### config.mk
export PLATFORM = sky130hd
export DESIGN_NAME = imem_arbiter
export DESIGN_NICKNAME = d
export VERILOG_FILES = /design/src/rtl/imem_arbiter.sv
export SDC_FILE = /design/constraint.sdc
export NUM_CORES = 1
export LEC_CHECK = 0
export BUFFER_PORTS_ARGS = -buffer_cell sky130_fd_sc_hd__buf_4
export CORE_MARGIN = 2
export CORE_UTILIZATION = 48
export DETAILED_ROUTE_END_ITERATION = 8
export PLACE_DENSITY = 0.8
export SLEW_MARGIN = 20
export SYNTH_ARGS = -nofsm -noshare
export SYNTH_HDL_FRONTEND = slang
export SYNTH_SLANG_ARGS = --single-unit
### constraint.sdc
create_clock -name clk -period 1.9 [get_ports clk]
set_clock_uncertainty 0.15 [all_clocks]
set_input_delay 0.285 -clock clk [delete_from_list [all_inputs] [get_ports clk]]
set_output_delay 0.285 -clock clk [all_outputs]
set_load 0.01 [all_outputs]
### src/rtl/imem_arbiter.sv
// Arbiter/sequencer sharing the single-port instruction memory between the fetch unit
// (read-only) and the program loader (read/write), with lock mode, range check and write count.
module imem_arbiter #(
  parameter int unsigned AW    = 5,
  parameter int unsigned DW    = 32,
  parameter int unsigned DEPTH = 16,
  parameter int unsigned CW    = 8
) (
  input  logic          clk,
  input  logic          rst_n,
  input  logic          f_req,
  input  logic [AW-1:0] f_addr,
  output logic          f_ack,
  output logic [DW-1:0] f_rdata,
  output logic          f_err,
  output logic          f_stall,
  input  logic          l_req,
  input  logic          l_we,
  input  logic [AW-1:0] l_addr,
  input  logic [DW-1:0] l_wdata,
  input  logic          l_lock,
  output logic          l_ack,
  output logic [DW-1:0] l_rdata,
  output logic          l_err,
  output logic [CW-1:0] load_cnt,
  output logic [AW-1:0] mem_addr,
  output logic [DW-1:0] mem_data_in,
  output logic          mem_rd,
  output logic          mem_wr,
  input  logic [DW-1:0] mem_data_out
);

  typedef enum logic [1:0] {IDLE, ACCESS, RESP} state_e;

  localparam logic [AW:0]   DEPTH_W = (AW+1)'(DEPTH);
  localparam logic [CW-1:0] CNT_MAX = '1;

  state_e          state_q, state_d;
  logic            last_l_q, last_l_d;
  logic            sel_l_q, sel_l_d;
  logic            we_q, we_d;
  logic            inr_q, inr_d;
  logic [AW-1:0]   mem_addr_q, mem_addr_d;
  logic [DW-1:0]   mem_data_in_q, mem_data_in_d;
  logic            mem_rd_q, mem_rd_d;
  logic            mem_wr_q, mem_wr_d;
  logic            f_ack_q, f_ack_d;
  logic [DW-1:0]   f_rdata_q, f_rdata_d;
  logic            f_err_q, f_err_d;
  logic            l_ack_q, l_ack_d;
  logic [DW-1:0]   l_rdata_q, l_rdata_d;
  logic            l_err_q, l_err_d;
  logic [CW-1:0]   load_cnt_q, load_cnt_d;

  logic            f_elig;
  logic            grant_l;
  logic            g_wr;
  logic [AW-1:0]   g_addr;
  logic            g_inr;
  logic [DW-1:0]   rdata_c;

  // Next-state: arbitration in IDLE, memory strobe in ACCESS, ack in RESP
  always_comb begin
    state_d       = state_q;
    last_l_d      = last_l_q;
    sel_l_d       = sel_l_q;
    we_d          = we_q;
    inr_d         = inr_q;
    mem_addr_d    = mem_addr_q;
    mem_data_in_d = mem_data_in_q;
    mem_rd_d      = 1'b0;
    mem_wr_d      = 1'b0;
    f_ack_d       = 1'b0;
    f_rdata_d     = f_rdata_q;
    f_err_d       = f_err_q;
    l_ack_d       = 1'b0;
    l_rdata_d     = l_rdata_q;
    l_err_d       = l_err_q;
    load_cnt_d    = load_cnt_q;

    f_elig  = f_req & ~l_lock;
    // Loader wins when it is the only one eligible or when fetch was served last
    grant_l = l_req & (~f_elig | ~last_l_q);
    g_wr    = grant_l & l_we;
    g_addr  = grant_l ? l_addr : f_addr;
    g_inr   = ({1'b0, g_addr} < DEPTH_W);
    rdata_c = (inr_q && !we_q) ? mem_data_out : '0;

    unique case (state_q)
      IDLE: begin
        if (f_elig || l_req) begin
          state_d  = ACCESS;
          last_l_d = grant_l;
          sel_l_d  = grant_l;
          we_d     = g_wr;
          inr_d    = g_inr;
          if (g_inr) begin
            mem_addr_d = g_addr;
            mem_rd_d   = ~g_wr;
            mem_wr_d   = g_wr;
            if (g_wr) mem_data_in_d = l_wdata;
          end
        end
      end
      ACCESS: begin
        state_d = RESP;
        if (sel_l_q) begin
          l_ack_d   = 1'b1;
          l_rdata_d = rdata_c;
          l_err_d   = ~inr_q;
          if (we_q && inr_q && (load_cnt_q != CNT_MAX)) load_cnt_d = load_cnt_q + CW'(1);
        end else begin
          f_ack_d   = 1'b1;
          f_rdata_d = rdata_c;
          f_err_d   = ~inr_q;
        end
      end
      RESP:    state_d = IDLE;
      default: state_d = IDLE;
    endcase
  end

  always_ff @(posedge clk or negedge rst_n) begin
    if (!rst_n) begin
      state_q       <= IDLE;
      last_l_q      <= 1'b1;
      sel_l_q       <= 1'b0;
      we_q          <= 1'b0;
      inr_q         <= 1'b0;
      mem_addr_q    <= '0;
      mem_data_in_q <= '0;
      mem_rd_q      <= 1'b0;
      mem_wr_q      <= 1'b0;
      f_ack_q       <= 1'b0;
      f_rdata_q     <= '0;
      f_err_q       <= 1'b0;
      l_ack_q       <= 1'b0;
      l_rdata_q     <= '0;
      l_err_q       <= 1'b0;
      load_cnt_q    <= '0;
    end else begin
      state_q       <= state_d;
      last_l_q      <= last_l_d;
      sel_l_q       <= sel_l_d;
      we_q          <= we_d;
      inr_q         <= inr_d;
      mem_addr_q    <= mem_addr_d;
      mem_data_in_q <= mem_data_in_d;
      mem_rd_q      <= mem_rd_d;
      mem_wr_q      <= mem_wr_d;
      f_ack_q       <= f_ack_d;
      f_rdata_q     <= f_rdata_d;
      f_err_q       <= f_err_d;
      l_ack_q       <= l_ack_d;
      l_rdata_q     <= l_rdata_d;
      l_err_q       <= l_err_d;
      load_cnt_q    <= load_cnt_d;
    end
  end

  assign f_stall     = l_lock;
  assign f_ack       = f_ack_q;
  assign f_rdata     = f_rdata_q;
  assign f_err       = f_err_q;
  assign l_ack       = l_ack_q;
  assign l_rdata     = l_rdata_q;
  assign l_err       = l_err_q;
  assign load_cnt    = load_cnt_q;
  assign mem_addr    = mem_addr_q;
  assign mem_data_in = mem_data_in_q;
  assign mem_rd      = mem_rd_q;
  assign mem_wr      = mem_wr_q;

endmodule
==> metrics.yaml, run 1 <==
synth_top_flop_cell: "dfrtp_1"
place_ws_ns: 0.00627
ant_nets: 0
crit_path_end: "mem_addr[0]"
wire_per_inst_um: 17.1
period_share_pct: 96.3
portBuffers: 195
p_comb_share_pct: 38.1
grt_pass1_wl_um: 22800
seq_area_frac_synth_pct: 63.1
async_flop_share_pct: 100
grt_usage_pct: 27.0
cts_buffer_depth: 2
seqPwrFrac_pct: 36.0
routed_wl_um: 14200
crit_path_max_fanout: 6
cp.required_ns: 2.14
swShare_pct: 33.1
p_leak_nw: 3.98
crit_path_start: "last_l_q"
drc: 0
grt_overflow_total: 0
fillers: 587
drv_cap: 0
synth_enable_flop_cells: 0
final_cells: 831
worstSetupPathType: "reg2reg"
hold_path.class: "in2reg"
clkLatencyLatePin_ns: 0.50
cp.arrival_ns: 2.07
drv_slew: 0
cts_tree: "done"
cp-end-kind: "flop"
die_x_um: 104
drive_gt1_share_pct: 41.6
synth_top_area_share_pct: 62.6
r2r_setup_slack_ns: 0.07
dieArea_um2: 10800
start_util_pct: 49.3
cts_made_buffers: 17
netlist_area_um2: 4800
outcome: "finished clean"
gp_congestion: 0.783
synth_largest_area_cell: "dfrtp_1"
die_h_um: 104
grt_pass1_vias: 4369
rsz0062_at_grt: "false"
synth_area_per_cell_um2: 11.8
vias_per_cell: 4.94
min_path_cells: 3
via_count: 4101
syn_inst: 408
htree_levels: 4
final_nets: 766
dr.pass1.iters: 5
drtIter0Drc: 154
coreArea_um2: 9730
power.density_nw_per_um2: 1580
power_frac_clock_pct: 25.9
r2r-start: "last_l_q"
synth.distinct_cells: 32
postCtsSetupBuffers: 0
max_freq_ghz: 0.546
slew_headroom_pct: 50.3
clock_sinks: 121
tns_ns: 0
fin_util_pct: 79.9
crit_path_start_kind: "flop"
synth_seq_cells: 121
r2r-end: "mem_addr[0]"
intPower_mw: 8.21
synth-warning-count: 0
ir_drop_mv: 1.02
synth_fp_nets: 489
ys_top_cells_by_area: "dfrtp_1 63%, mux2_4 9.1%, nand2_1 8.7%"
root_buffer: "clkbuf_8"
setup_viol: 0
hold_viol_final: 0
switching_power_mw: 4.06
grt_max_degree: 122
clk_pin_slew_worst_paths_ns: 0.05
rows: 36
finalWorstSetupSlack_ns: 0.0695
r2r_cells: 4
dp_cells: 723
fin_crit_ns: 1.83
tightestPinTransition_ns: 0.738
syn_to_final_growth_pct: 62.0
top_level_ports: 196
antenna_found_initial: 1
hpwl_um: 8160
==> sequential cells by signal (all words and copies together), names as in the netlist <==
signal,cells
sel_l_q,1
load_cnt,8
mem_wr,1
f_rdata,32
mem_addr,5
last_l_q,1
state_q,2
l_rdata,32
f_ack,1
mem_data_in,32
f_err,1
l_ack,1
inr_q,1
mem_rd,1
l_err,1
we_q,1
==> cell usage in the layout (no fill, tap or decap), types with 5 or more instances in the layout <==
cell | netlist | routed
mux2_4 | 29 | 29
clkbuf_16 | 0 | 16
buf_4 | 1 | 202
dfrtp_1 | 120 | 120
o21ai_0 | 68 | 68
xor2_1 | 5 | 5
dlygate4sd3_1 | 0 | 76
mux2_2 | 13 | 13
inv_1 | 6 | 6
nand2_1 | 111 | 110
==> through the flow <==
stage / cell area, µm² / power [mW] / hold WS [ns]
6_report: 7770 / 12.3 / 0.0712
5_1_grt: 7770 / 12.9 / 0.0747
4_1_cts: 7750 / 12.2 / 0.0463
3_5_place_dp: 6400 / 8.85 / 0.292
3_3_place_gp: 6400 / 8.67 / 0.277
2_1_floorplan: 4800 / 6.44 / -0.161
==> synthesized netlist by cell type, drive strengths merged, types with 2 or more instances <==
master and number:
and2b 2, buf 5, clkbuf 18, dfrtp 120, inv 6, mux2 42, nand2 111, nand3 5
nor2 5, nor3 5, nor3b 3, o21ai 68, xor2 5
==> metal layers <==
metal | share of wire (%) | track usage, % | vias to the layer above
li1 | - | - | 1910
met1 | 37 | 30.0 | 1996
met2 | 55 | 48.6 | 163
met3 | 5.5 | 7.39 | 32
met4 | 2.9 | 11.4 | 0
met5 | 0 | 0 | -
==> power groups by stage <==
| stage | sequential [mW] | combinational [mW] | clock (mW) |
|---|---|---|---|
| 2_1_floorplan | 4.80 | 1.64 | 0 |
| 3_3_place_gp | 4.34 | 4.33 | 0 |
| 3_5_place_dp | 4.37 | 4.48 | 0 |
| 4_1_cts | 4.37 | 4.63 | 3.22 |
| 5_1_grt | 4.55 | 5.04 | 3.34 |
| 6_report | 4.42 | 4.67 | 3.17 |
==> kinds of logic (layout without fill, tap and decap cells) <==
family          count (synthesis)  in the layout  share of synthesized area, %
mux                            42             42                          12.1
other cells                     0              1                             0
simple gates                  138            138                          12.3
flops                         121            121                          63.1
xor+xnor                        5              5                         0.913
buf+inv                        29            318                          3.52
compound gates                 72             72                          7.77
fa+ha+maj                       1              1                         0.261
==> worst max-delay path: stages (launching register included) <==
cell and delay [ns]:
dfstp_2 0.55, nand3b_4 0.10, o221ai_1 0.31, a31o_2 0.25
mux2_2 0.35
==> how the worst min path moves through the flow <==
stage | start | endpoint | slack, ns
floorplan | rst_n | f_ack | -0.16
detailed placement | rst_n | l_rdata[23] | 0.29
global route | l_addr[4] | inr_q | 0.07
global placement | rst_n | l_rdata[24] | 0.28
CTS | l_addr[4] | inr_q | 0.05
finish | l_addr[4] | inr_q | 0.07
==> final cells by class <==
type / count / area (µm²) / share of cell area [%]
clock buffers: 23 / 467 / 6.01
well taps: 133 / 166 / 2.14
inverters: 6 / 22.5 / 0.290
multi-input cells: 258 / 1630 / 20.9
flip-flops and latches: 121 / 3030 / 39.0
repair buffers: 281 / 2340 / 30.1
diodes: 1 / 2.50 / 0.0322
clock inverters: 8 / 119 / 1.53
==> repair_timing <==
action / in CTS / in global routing
hold buffers: 76 / 0
hold endpoints to repair: 223 / 0
gates resized for setup: 1 / 3
setup endpoints to repair: 4 / 2
Power figures use the tool's default switching activity.
==> run 2: changes to the inputs <==
CELL_PAD_IN_SITES_DETAIL_PLACEMENT = 0   (was unset)
CELL_PAD_IN_SITES_GLOBAL_PLACEMENT = 1   (was unset)
CORE_UTILIZATION = 36   (was 48)
PLACE_DENSITY = 0.88   (was 0.8)
==> run 2 against run 1 <==
Maximum frequency grew 2.0%. Flip-flop and latch count is the same. Power shrank 0.26%. Critical path depth grew 1. Cell area shrank 0.90%. Setup slack gained 0.037 ns. Global-route usage shrank 8.8 points. Register-to-register slack gained 0.04 ns. Combinational power shrank 2%. Die area grew 32%. Critical path type unchanged.
==> metrics.yaml, run 2 (synthesis results as in run 1) <==
wl_met3_um: 697  # -11%
dieArea_um2: 14300  # +32%
drt-met1-wl_um: 5370  # +3.2%
fillers: 1084  # +85%
rsz0062_at_grt: "false"
tightestPinTransition_ns: 0.666  # -0.0723 ns
slew_headroom_pct: 55.6  # +5.3 points
drv_slew: 0  # unchanged
intPower_mw: 8.33  # +1.4%
htree_levels: 4  # unchanged
grt_usage_pct: 18.2  # -8.8 points
vias_per_cell: 4.53  # -8.1%
hpwl_um: 8180  # +0.29%
power.density_nw_per_um2: 1590  # +0.65%
clock_sinks: 121  # unchanged
p_leak_nw: 3.94  # -1.1%
swShare_pct: 32.0  # -1.1 points
grt_overflow_total: 0  # unchanged
routed_wl_um: 12800  # -9.8%
gp_congestion: 0.783  # about the same
drive_gt1_share_pct: 42.2  # +0.62 points
cts_buffer_depth: 2  # unchanged
drc: 0  # unchanged
cp.required_ns: 2.03  # -0.11 ns
total_power_mw: 12.2  # -0.26%
top_layer: "met4"
postCtsSetupBuffers: 0  # unchanged
drv_cap: 0  # unchanged
fin_crit_ns: 1.79  # -0.0367 ns
finalWorstSetupSlack_ns: 0.106  # +0.0367 ns
drtIter0Drc: 219  # +42%
crit_path_start_kind: "flop"
critical_path.max_stage_delay_ns: 0.38  # -0.17 ns
grt_max_degree: 122  # unchanged
outcome: "finished clean"
ir_drop_mv: 0.691  # -32%
seqPwrFrac_pct: 35.9  # about the same
tns_ns: 0  # unchanged
place_ws_ns: 0.0144  # +0.00812 ns
hold_path.class: "in2reg"
coreArea_um2: 13100  # +35%
dr.pass1.iters: 4  # -1
cp.buffers_inverters: 1  # +1
max_freq_ghz: 0.557  # +2.0%
hold_ws_ns: 0.0156  # -0.0556 ns
slowest_stage: "dfrtp_1"
start_util_pct: 36.5  # -13 points
cts_made_buffers: 17  # unchanged
critical_path.top_delay_family: "simple AND/OR/NAND/NOR gates"
antenna_found_initial: 1  # unchanged
cp-end-kind: "flop"
period_share_pct: 94.4  # -1.9 points
place_area_um2: 6470  # +1.0%
via_count: 3895  # -5.0%
ant_nets: 0  # unchanged
final_cells: 859  # +3.4%
dp_cells: 766  # +5.9%
p_comb_share_pct: 37.2  # -0.9 points
crit_path_max_fanout: 16  # +10
cp.arrival_ns: 1.93  # -0.14 ns
cts_tree: "done"
switching_power_mw: 3.91  # -3.7%
final_common_cell: "buf_4"
grt_pass1_wl_um: 20400  # -10%
final_cell_mix: "201 x buf_4, 120 x dfrtp_1, 110 x nand2_1"
design_area_um2: 7700  # -0.90%
final_nets: 750  # -2.1%
power_frac_clock_pct: 26.9  # +1.0 points
clk_pin_slew_worst_paths_ns: 0.05  # about the same
root_buffer: "clkbuf_16"
worstSetupPathType: "reg2reg"
top_level_ports: 196  # unchanged
portBuffers: 195  # unchanged
grt_pass1_vias: 4012  # -8.2%
wire_per_inst_um: 14.9  # -13%
clkLatencyLatePin_ns: 0.40  # -0.10 ns
hold_viol_final: 0  # unchanged
crit_chain: "nor2_2 -> nand3_2 -> or3_4 -> clkbuf_16 -> mux2_4"
rows: 42  # +17%
fin_util_pct: 58.6  # -21 points
die_h_um: 119  # +15%
die_x_um: 119  # +15%
setup_viol: 0  # unchanged
syn_to_final_growth_pct: 60.5
dr_wl_met2_um: 6450  # -17%
-- run 2: timing repair --
item | 4_1_cts | 5_1_grt
hold endpoints to repair | 192 | 0
hold buffers | 59 | 0
endpoints found under the setup margin | 0 | 32
resized for setup | 0 | 1
-- run 2: power by group through the flow --
stage	Sequential (mW)	Combinational (mW)	Clock, mW
after global placement	4.37	4.37	0
after floorplan	4.80	1.64	0
final	4.39	4.56	3.29
after detailed placement	4.40	4.50	0
after global routing	4.53	4.96	3.48
after CTS	4.38	4.60	3.36
-- run 2: layout make-up --
type | count | area (µm²) | share of cell area (%)
Inverter | 6 | 22.5 | 0.292
Clock inverter | 7 | 114 | 1.48
Timing Repair Buffer | 265 | 2200 | 28.6
Tap cell | 176 | 220 | 2.86
Antenna cell | 1 | 2.50 | 0.0325
Sequential cell | 121 | 3030 | 39.3
Multi-Input combinational cell | 258 | 1610 | 20.9
Clock buffer | 25 | 495 | 6.43
-- run 2: metal layers --
metal | vias to the layer above | track usage [%]
li1 | 1880 | -
met1 | 1871 | 22.3
met2 | 126 | 30.8
met3 | 18 | 4.50
met4 | 0 | 7.65
met5 | - | 0
-- run 2: worst reg2reg max path, stage by stage, from the launching register on --
cell and delay, ns:
dfrtp_1 0.38, nor2_2 0.16, nand3_2 0.10, or3_4 0.38, clkbuf_16 0.21, mux2_4 0.31
-- run 2: worst paths after layout --
path / from / to / slack (ns) / depth (start not counted)
worst min-delay path: mem_data_out[0] / l_rdata[0] / 0.02 / 3
worst max register to register: state_q[0] / mem_data_in[25] / 0.11 / 5
min in group asynchronous: rst_n / mem_data_in[13] / 0.36 / 3
worst min register to register: l_rdata[1] / l_rdata[1] / 0.33 / 2
worst max-delay path: state_q[0] / mem_data_in[25] / 0.11 / 5
max in group asynchronous: rst_n / l_rdata[26] / 0.71 / 3
